==> config.mk <==
export PLATFORM = sky130hd
export DESIGN_NAME = cplx_div_seq_flat
export DESIGN_NICKNAME = d
export VERILOG_FILES = /design/src/rtl/cplx_div_seq_if.sv /design/src/rtl/cplx_div_seq.sv /design/src/flat_wrapper.sv
export SDC_FILE = /design/constraint.sdc
export NUM_CORES = 1
export LEC_CHECK = 0
export ABC_AREA = 1
export CAP_MARGIN = 20
export CORE_MARGIN = 8
export CORE_UTILIZATION = 60
export CTS_CLUSTER_SIZE = 8
export DETAILED_ROUTE_END_ITERATION = 16
export MAX_ROUTING_LAYER = met4
export PLACE_DENSITY = 0.79
export RECOVER_POWER = 25
export SLEW_MARGIN = 20
export SYNTH_ARGS = -nofsm -noshare
export SYNTH_HDL_FRONTEND = slang
export SYNTH_SLANG_ARGS = --single-unit
==> constraint.sdc <==
create_clock -name clock -period 6.1 [get_ports clock]
set_input_delay 0.61 -clock clock [delete_from_list [all_inputs] [get_ports clock]]
set_output_delay 0.61 -clock clock [all_outputs]
set_load 0.02 [all_outputs]
==> src/rtl/cplx_div_seq_if.sv <==
// Operand/result handshake bundle for the complex divider front-end.
// slave = the sequencer side, master = the producer/consumer side.
interface cplx_div_seq_if #(
   parameter int DW = 8
);
   logic                 in_valid;
   logic                 in_ready;
   logic signed [DW-1:0] in_a;
   logic signed [DW-1:0] in_b;
   logic signed [DW-1:0] in_c;
   logic signed [DW-1:0] in_d;
   logic                 out_valid;
   logic                 out_ready;
   logic signed [31:0]   out_re;
   logic signed [31:0]   out_im;
   logic                 out_err;

   modport slave (
      input  in_valid, in_a, in_b, in_c, in_d, out_ready,
      output in_ready, out_valid, out_re, out_im, out_err
   );

   modport master (
      output in_valid, in_a, in_b, in_c, in_d, out_ready,
      input  in_ready, out_valid, out_re, out_im, out_err
   );
endinterface

==> src/rtl/cplx_div_seq.sv <==
// Complex divide sequencer: forms (ac+bd), (bc-ad) and c^2+d^2, then runs
// one external 32/16 sequential divider twice (real part, then imaginary part).
module cplx_div_seq #(
   parameter int DW   = 8,
   parameter int FRAC = 8
) (
   input  logic          clock,
   input  logic          reset,
   cplx_div_seq_if.slave io,
   output logic          div_start,
   output logic          div_stop,
   output logic [31:0]   div_dividend,
   output logic [15:0]   div_divisor,
   input  logic [31:0]   div_quotient
);

   localparam int PW = 2 * DW;
   localparam int NW = 2 * DW + 1;

   typedef enum logic [2:0] {
      IDLE, CALC1, CALC2, DIV_RE, CAP_RE, DIV_IM, CAP_IM, DONE
   } state_t;

   state_t               state;
   logic [5:0]           cnt;
   logic signed [DW-1:0] a_q, b_q, c_q, d_q;
   logic signed [PW-1:0] ac_q, bd_q, bc_q, ad_q, cc_q, dd_q;
   logic signed [NW-1:0] num_im_q;
   logic signed [NW-1:0] num_re_c, num_im_c;
   logic [15:0]          den_c;
   logic [31:0]          dvd_re_c, dvd_im_c;

   // Sums are formed combinationally so the zero-denominator decision and the
   // first div_start can both be issued on the CALC2 exit edge.
   always_comb begin
      num_re_c = NW'(ac_q) + NW'(bd_q);
      num_im_c = NW'(bc_q) - NW'(ad_q);
      den_c    = 16'($unsigned(cc_q)) + 16'($unsigned(dd_q));
      dvd_re_c = 32'(num_re_c) <<< FRAC;
      dvd_im_c = 32'(num_im_q) <<< FRAC;
   end

   always_ff @(posedge clock or negedge reset) begin
      if (!reset) begin
         state        <= IDLE;
         cnt          <= '0;
         a_q          <= '0;
         b_q          <= '0;
         c_q          <= '0;
         d_q          <= '0;
         ac_q         <= '0;
         bd_q         <= '0;
         bc_q         <= '0;
         ad_q         <= '0;
         cc_q         <= '0;
         dd_q         <= '0;
         num_im_q     <= '0;
         io.in_ready  <= 1'b1;
         io.out_valid <= 1'b0;
         io.out_re    <= '0;
         io.out_im    <= '0;
         io.out_err   <= 1'b0;
         div_start    <= 1'b0;
         div_stop     <= 1'b0;
         div_dividend <= '0;
         div_divisor  <= '0;
      end else begin
         div_start <= 1'b0;
         div_stop  <= 1'b0;
         case (state)
            IDLE: begin
               if (io.in_valid) begin
                  a_q         <= io.in_a;
                  b_q         <= io.in_b;
                  c_q         <= io.in_c;
                  d_q         <= io.in_d;
                  io.in_ready <= 1'b0;
                  io.out_err  <= 1'b0;
                  state       <= CALC1;
               end
            end
            CALC1: begin
               ac_q  <= PW'(a_q) * PW'(c_q);
               bd_q  <= PW'(b_q) * PW'(d_q);
               bc_q  <= PW'(b_q) * PW'(c_q);
               ad_q  <= PW'(a_q) * PW'(d_q);
               cc_q  <= PW'(c_q) * PW'(c_q);
               dd_q  <= PW'(d_q) * PW'(d_q);
               state <= CALC2;
            end
            CALC2: begin
               num_im_q <= num_im_c;
               if (den_c == '0) begin
                  io.out_err   <= 1'b1;
                  io.out_re    <= '0;
                  io.out_im    <= '0;
                  io.out_valid <= 1'b1;
                  state        <= DONE;
               end else begin
                  div_start    <= 1'b1;
                  div_dividend <= dvd_re_c;
                  div_divisor  <= den_c;
                  cnt          <= '0;
                  state        <= DIV_RE;
               end
            end
            DIV_RE: begin
               cnt <= cnt + 6'd1;
               if (cnt == 6'd31) div_stop <= 1'b1;
               // Stop cycle doubles as the launch of the imaginary division.
               if (cnt == 6'd32) begin
                  div_start    <= 1'b1;
                  div_dividend <= dvd_im_c;
                  cnt          <= '0;
                  state        <= CAP_RE;
               end
            end
            CAP_RE: begin
               io.out_re <= div_quotient;
               cnt       <= cnt + 6'd1;
               state     <= DIV_IM;
            end
            DIV_IM: begin
               cnt <= cnt + 6'd1;
               if (cnt == 6'd31) div_stop <= 1'b1;
               if (cnt == 6'd32) state <= CAP_IM;
            end
            CAP_IM: begin
               io.out_im    <= div_quotient;
               io.out_valid <= 1'b1;
               state        <= DONE;
            end
            DONE: begin
               if (io.out_ready) begin
                  io.out_valid <= 1'b0;
                  io.in_ready  <= 1'b1;
                  state        <= IDLE;
               end
            end
            default: state <= IDLE;
         endcase
      end
   end

endmodule
==> src/flat_wrapper.sv <==
// flat-port wrapper written by rule: the top's interface ports become plain ports
module cplx_div_seq_flat 
#(
   parameter int DW   = 8,
   parameter int FRAC = 8
)
  (clock, reset, div_start, div_stop, div_dividend, div_divisor, div_quotient, io_in_valid, io_in_a, io_in_b, io_in_c, io_in_d, io_out_ready, io_in_ready, io_out_valid, io_out_re, io_out_im, io_out_err);
  cplx_div_seq_if #(.DW(DW)) io_i ();
  input  logic clock;
  input  logic reset;
  output logic div_start;
  output logic div_stop;
  output logic [31:0] div_dividend;
  output logic [15:0] div_divisor;
  input  logic [31:0] div_quotient;
  input wire logic [$bits(io_i.in_valid)-1:0] io_in_valid;
  input wire logic [$bits(io_i.in_a)-1:0] io_in_a;
  input wire logic [$bits(io_i.in_b)-1:0] io_in_b;
  input wire logic [$bits(io_i.in_c)-1:0] io_in_c;
  input wire logic [$bits(io_i.in_d)-1:0] io_in_d;
  input wire logic [$bits(io_i.out_ready)-1:0] io_out_ready;
  output wire logic [$bits(io_i.in_ready)-1:0] io_in_ready;
  output wire logic [$bits(io_i.out_valid)-1:0] io_out_valid;
  output wire logic [$bits(io_i.out_re)-1:0] io_out_re;
  output wire logic [$bits(io_i.out_im)-1:0] io_out_im;
  output wire logic [$bits(io_i.out_err)-1:0] io_out_err;
  assign io_i.in_valid = io_in_valid;
  assign io_i.in_a = io_in_a;
  assign io_i.in_b = io_in_b;
  assign io_i.in_c = io_in_c;
  assign io_i.in_d = io_in_d;
  assign io_i.out_ready = io_out_ready;
  assign io_in_ready = io_i.in_ready;
  assign io_out_valid = io_i.out_valid;
  assign io_out_re = io_i.out_re;
  assign io_out_im = io_i.out_im;
  assign io_out_err = io_i.out_err;
  cplx_div_seq #(.DW(DW), .FRAC(FRAC)) u_core (.clock(clock), .reset(reset), .io(io_i), .div_start(div_start), .div_stop(div_stop), .div_dividend(div_dividend), .div_divisor(div_divisor), .div_quotient(div_quotient));
endmodule
==> metrics.txt, run 1 <==
status finished with violations; H-tree depth 2; clk root buf clkbuf_16; Final #Nets 4149; initial drt markers 1549; number of enable flip-flop cells after synthesis 0; per-cell routed wire length 15.4 um; final setup violation count 0; Async SR Flop Fraction 100%; first-pass GRT wire length 108 mm; Slew Limit Fails 203; clock tree buffer depth 3; port bufs 176; Worst Max-Slew Pin Slew 3.70 ns; core area 44300 um2; I/O pins 185; vias in the first global route 22.0k; #FFs+latches synth 254; clk sinks 254; dpl hpwl 49.4 mm; row cnt 77; fmax 199 MHz; post-CTS setup buffers 0; All-Layer GR Usage 25.6%; Hold Buf Count CTS 0; via count 21.7k; Min Clock Period, post-route 5.01 ns; RSZ-0062 raised after global routing no; worst path required time 6.60 ns; Synth Flop Type dfrtp_1; die width 228 um; RePlAce Congestion 0.922; CTS Buf Count 39; Final period util 82.2%; Starting Density 60.9%; r2r setup slk 1.09 ns; layout cells sized above 1 2.77%; final hold viol count 0; Die Ht 228 um; Max-Cap Viols 3; Final Skew 0.0235 ns; # DRC 0; violated checks max-capacitance violations, max-slew violations; initial antenna violation count 1; post-cts resize count 0; Hold WC Path Type reg2reg; normalized max-slew margin -147%; YS warnings 0; DR vias/cell 5.22; largest net degree at the start of global routing 82; Mapped Cells 3462; grt total ovfl 0; Clk pin slew, worst setup/hold paths 0.06 ns; die area 52000 um2; CTS tree done; worst skew pair latency 0.56 ns; setup slack after layout 1.09 ns; Avg Cell Area, Syn 7.79 um2; First-pass DRT Iterations 6; sequential share of the synthesized area 23.6%; Antenna Nets Post-Route 0; crit end category flop; Arr. time, crit path 5.51 ns; Detailed Route WL 63.9 mm; Setup crit start kind flop; DP Worst Slack 1.09 ns; CP Max Fanout 24; setup TNS 0 ns; Layout area overhead 11.5%; Yosys cell types 41; Syn Std Cell Area 27000 um2; number of diodes 0; Setup CP Type reg2reg
## Yosys cell counts (all sizes together), types with 13 or more instances
master,n,area [um2]
nor2,102,388
buf,37,255
xor2,62,543
o21ai,221,1110
nand4,18,113
ha,224,2800
xnor2,53,464
fa,305,6110
a21oi,96,480
clkbuf,113,424
a21o,13,97.6
or2,20,125
nor3,18,90.1
inv,810,3040
nand2,887,3340
nand3,184,926
dfrtp,253,6330
## metrics by stage
step,hold WS [ns],cell area [um2],cells,util [%]
final,0.470,30100,4160,67.9
after detailed placement,0.460,29000,4102,65.4
after CTS,0.0136,30100,4159,67.8
after floorplan,0.314,27000,3469,-
after global placement,0.454,29000,4102,65.4
after global routing,0.484,30100,4160,67.9
## cell families after synthesis
kind of cell	share of synthesized area, %
other	0.0139
and+or+nand+nor	18.7
DFF	23.6
adders and majority gates	33.0
buffers and inverters	13.8
xor gates and xnor gates	3.73
AOI/OAI and AO/OA	7.12
## flip-flops by register name (all words and copies together) (netlist names), 15 cells and up
| name | count |
|---|---|
| u_core.io.out_im | 32 |
| u_core.io.out_re | 32 |
| u_core.div_dividend | 17 |
| u_core.num_im_q | 17 |
| u_core.ac_q | 16 |
| u_core.ad_q | 16 |
| u_core.bc_q | 16 |
| u_core.bd_q | 16 |
| u_core.div_divisor | 16 |
| u_core.cc_q | 15 |
| u_core.dd_q | 15 |
## placed cells by master (no fill, tap or decap), types with 13 or more instances in the layout
master and instances:
nand2_1 881, inv_1 806, fa_1 305, dfrtp_1 253
ha_1 224, nand3_1 182, o21ai_0 181, clkdlybuf4s50_1 175
nor2_1 99, a21oi_1 96, xor2_1 62, xnor2_1 53
o21ai_1 40, clkbuf_16 39, or2_2 20, nand4_1 18
nor3_1 18, a21o_1 13
## path summary, 6_finish.rpt
path / start / end / depth (start not counted)
min in group asynchronous: reset / u_core.div_divisor[15] / 1
worst max-delay path: u_core.d_q[2] / u_core.bd_q[15] / 17
worst max register to register: u_core.d_q[2] / u_core.bd_q[15] / 17
worst min register to register: u_core.div_dividend[8] / u_core.div_dividend[8] / 2
worst min-delay path: u_core.div_dividend[8] / u_core.div_dividend[8] / 2
max in group asynchronous: reset / u_core.div_dividend[8] / 2
## area by class of cell
| cell class | instances | area [um2] |
|---|---|---|
| clock buffer | 51 | 1030 |
| clock inverter | 6 | 68.8 |
| fill | 3621 | 14200 |
| inverter | 813 | 3050 |
| multi-input combinational | 2252 | 16900 |
| sequential | 254 | 6360 |
| tap | 592 | 741 |
| timing repair buffer | 192 | 1890 |
## layer usage
layer	track usage [%]	share of wire, %	vias up
met2	40.4	46	726
met4	8.44	3.1	0
li1	-	-	10564
met1	33.4	44	10310
met5	-	0	-
met3	4.60	7.4	126
## critical path, stage by stage (launching register included)
cell and delay [ns]:
dfrtp_1 0.96, nand2_1 0.30, fa_1 0.78, inv_1 0.10, fa_1 0.51, inv_1 0.05
fa_1 0.50, inv_1 0.05, fa_1 0.45, ha_1 0.34, inv_1 0.07, nor3_1 0.23
inv_1 0.06, nor4_1 0.23, nor2_1 0.07, nand3_1 0.08, nand3_1 0.08, nand2_1 0.08
Power of run 1 is left out: the tool's default activity adds up to more than one toggle a clock period on the data nets, which glitch-free logic cannot reach.
==> run 2: changes to the inputs <==
CORE_UTILIZATION = 56   (was 60)
PLACE_DENSITY = 0.77   (was 0.79)
clock period = 4.4 ns   (was 6.1 ns; I/O delays follow)
==> metrics.txt, run 2 (synthesis results as in run 1) <==
CTS tree done; # DRC 0 (unchanged); worst hold path startpoint io_in_c[5]; Setup CP Type reg2reg; largest net degree at the start of global routing 125 (+52%); clk sinks 254 (unchanged); RSZ-0062 raised after global routing yes; First-pass DRT Iterations 6 (unchanged); Max-Cap Viols 1 (-2); CP Max Fanout 6 (-75%); Hold Buf Count CTS 0 (unchanged); clk root buf clkbuf_16; RePlAce Congestion 0.937 (+1.6%); Antenna Nets Post-Route 0 (unchanged); initial antenna violation count 0 (-1); r2r setup slk 0.06 ns (-1.02 ns); core area 47600 um2 (+7.5%); Detailed Route WL 67.5 mm (+5.6%); per-cell routed wire length 15.4 um (+0.52%); Clk pin slew, worst setup/hold paths 0.05 ns (about the same); setup TNS 0 ns (unchanged); grt total ovfl 0 (unchanged); Regs by FF count u_core.io.out_im: 32 flops, u_core.io.out_re: 32 flops; Hold WC Path Type in2reg; I/O pins 185 (unchanged); dpl hpwl 52.1 mm (+5.4%); Final Skew 0.0275 ns (+0.00401 ns); Fill cells 3815 (+5.4%); clock tree buffer depth 3 (unchanged); Final period util 98.6% (+16 points); Worst Max-Slew Pin Slew 3.20 ns (-0.500 ns); violated checks max-capacitance violations, max-slew violations; normalized max-slew margin -114% (+33 points); Setup crit start kind flop; final hold viol count 0 (unchanged); initial drt markers 1442 (-6.9%); most frequent cells in the layout nand2_1 (873), inv_1 (799), fa_1 (301); All-Layer GR Usage 24.3% (-1.3 points); Layout area overhead 19.3%; Min Clock Period, post-route 4.34 ns (-0.677 ns); row cnt 80 (+3.9%); worst skew pair latency 0.56 ns (about the same); commonest non-fill, non-tap cell in the layout nand2_1; Final #Nets 4336 (+4.5%); Slew Limit Fails 124 (-39%); H-tree depth 2 (unchanged); Arr. time, crit path 4.73 ns (-0.78 ns); fmax 231 MHz (+16%); DR vias/cell 5.17 (-1.0%); final setup violation count 0 (unchanged); Die Ht 235 um (+3.3%); area post-placement 30300 um2 (+4.5%); layout cells sized above 1 10.4% (+7.7 points); port bufs 176 (unchanged); crit path from u_core.c_q[2]; status finished with violations; vias in the first global route 22.2k (+0.61%); Starting Density 56.6% (-4.3 points); crit end category flop; number of diodes 0 (unchanged); first-pass GRT wire length 109 mm (+1.5%); Final Cell Area 32200 um2 (+7.0%); die area 55400 um2 (+6.6%); worst path required time 4.80 ns (-1.80 ns); worst reg2reg path startpoint u_core.c_q[2]; Util after Layout 67.5% (-0.30 points); CTS Buf Count 39 (unchanged); via count 22.6k (+3.9%); die width 235 um (+3.3%)
-- run 2: cell types whose count changed in the layout (fill, tap and decap cells not counted), moves of 8 or more --
cell and delta:
a21oi_1 -24, a21oi_2 +24, buf_12 +12, buf_4 +165
buf_6 +9, dfrtp_1 -25, dfrtp_2 +25, ha_1 -21
ha_4 +14, nand2_1 -8, o21ai_0 -18, o21ai_1 +15
-- run 2: layout make-up --
cell class	count	area (um2)	area share, %
multi-input combinational	2252	17300	53.9
inverter	813	3050	9.49
sequential	254	6390	19.8
clock buffer	52	1030	3.22
timing repair buffer	379	3500	10.9
clock inverter	5	97.6	0.303
tap	615	769	2.39
-- run 2: path summary, 6_finish.rpt --
check	cells after the start	endpoint
min in group asynchronous	1	u_core.io.out_im[17]
worst max register to register	21	u_core.bc_q[12]
worst max-delay path	21	u_core.bc_q[12]
worst min-delay path	3	u_core.c_q[5]
max in group asynchronous	1	u_core.b_q[6]
worst min register to register	2	u_core.div_dividend[14]
-- run 2: critical path, cell delays in order (launching register included) --
cell and delay (ns):
dfrtp_2 0.47, buf_6 0.16, nand2_1 0.05, inv_1 0.05, fa_1 0.52, inv_1 0.06, fa_1 0.52, inv_1 0.05
fa_1 0.47, inv_1 0.05, fa_1 0.47, inv_1 0.06, ha_4 0.28, buf_4 0.12, nand3_2 0.09, a21oi_2 0.16
nor2_1 0.06, nor2_1 0.16, o21ai_1 0.09, nand2_1 0.11, xnor2_2 0.12, o21ai_1 0.07
-- run 2: routing by layer --
layer  vias to the layer above  global-route usage, %  part of all wire [%]
li1                      10947                      -                     -
met1                     10775                   32.2                    44
met2                       727                   38.6                    46
met3                       135                   3.98                   6.9
met4                         0                   6.63                   3.1
met5                         -                      -                     0
-- run 2: per-stage QoR --
stage	std cells	worst slack (ns)	hold slack (ns)
4_1_cts	4330	0.00852	0.0448
3_3_place_gp	4272	-0.0997	0.455
3_5_place_dp	4273	-0.0819	0.459
6_report	4370	0.0627	0.428
2_1_floorplan	3469	0.0507	0.144
5_1_grt	4370	-0.0858	0.432
-- run 2: what timing repair did --
item                                    4_1_cts  5_1_grt
endpoints found under the setup margin        9       35
gates cloned                                  0        1
resized for setup                            14      129
pin swaps                                     0       47
setup buffers                                 0       39
Power of run 2 is left out for the same reason.
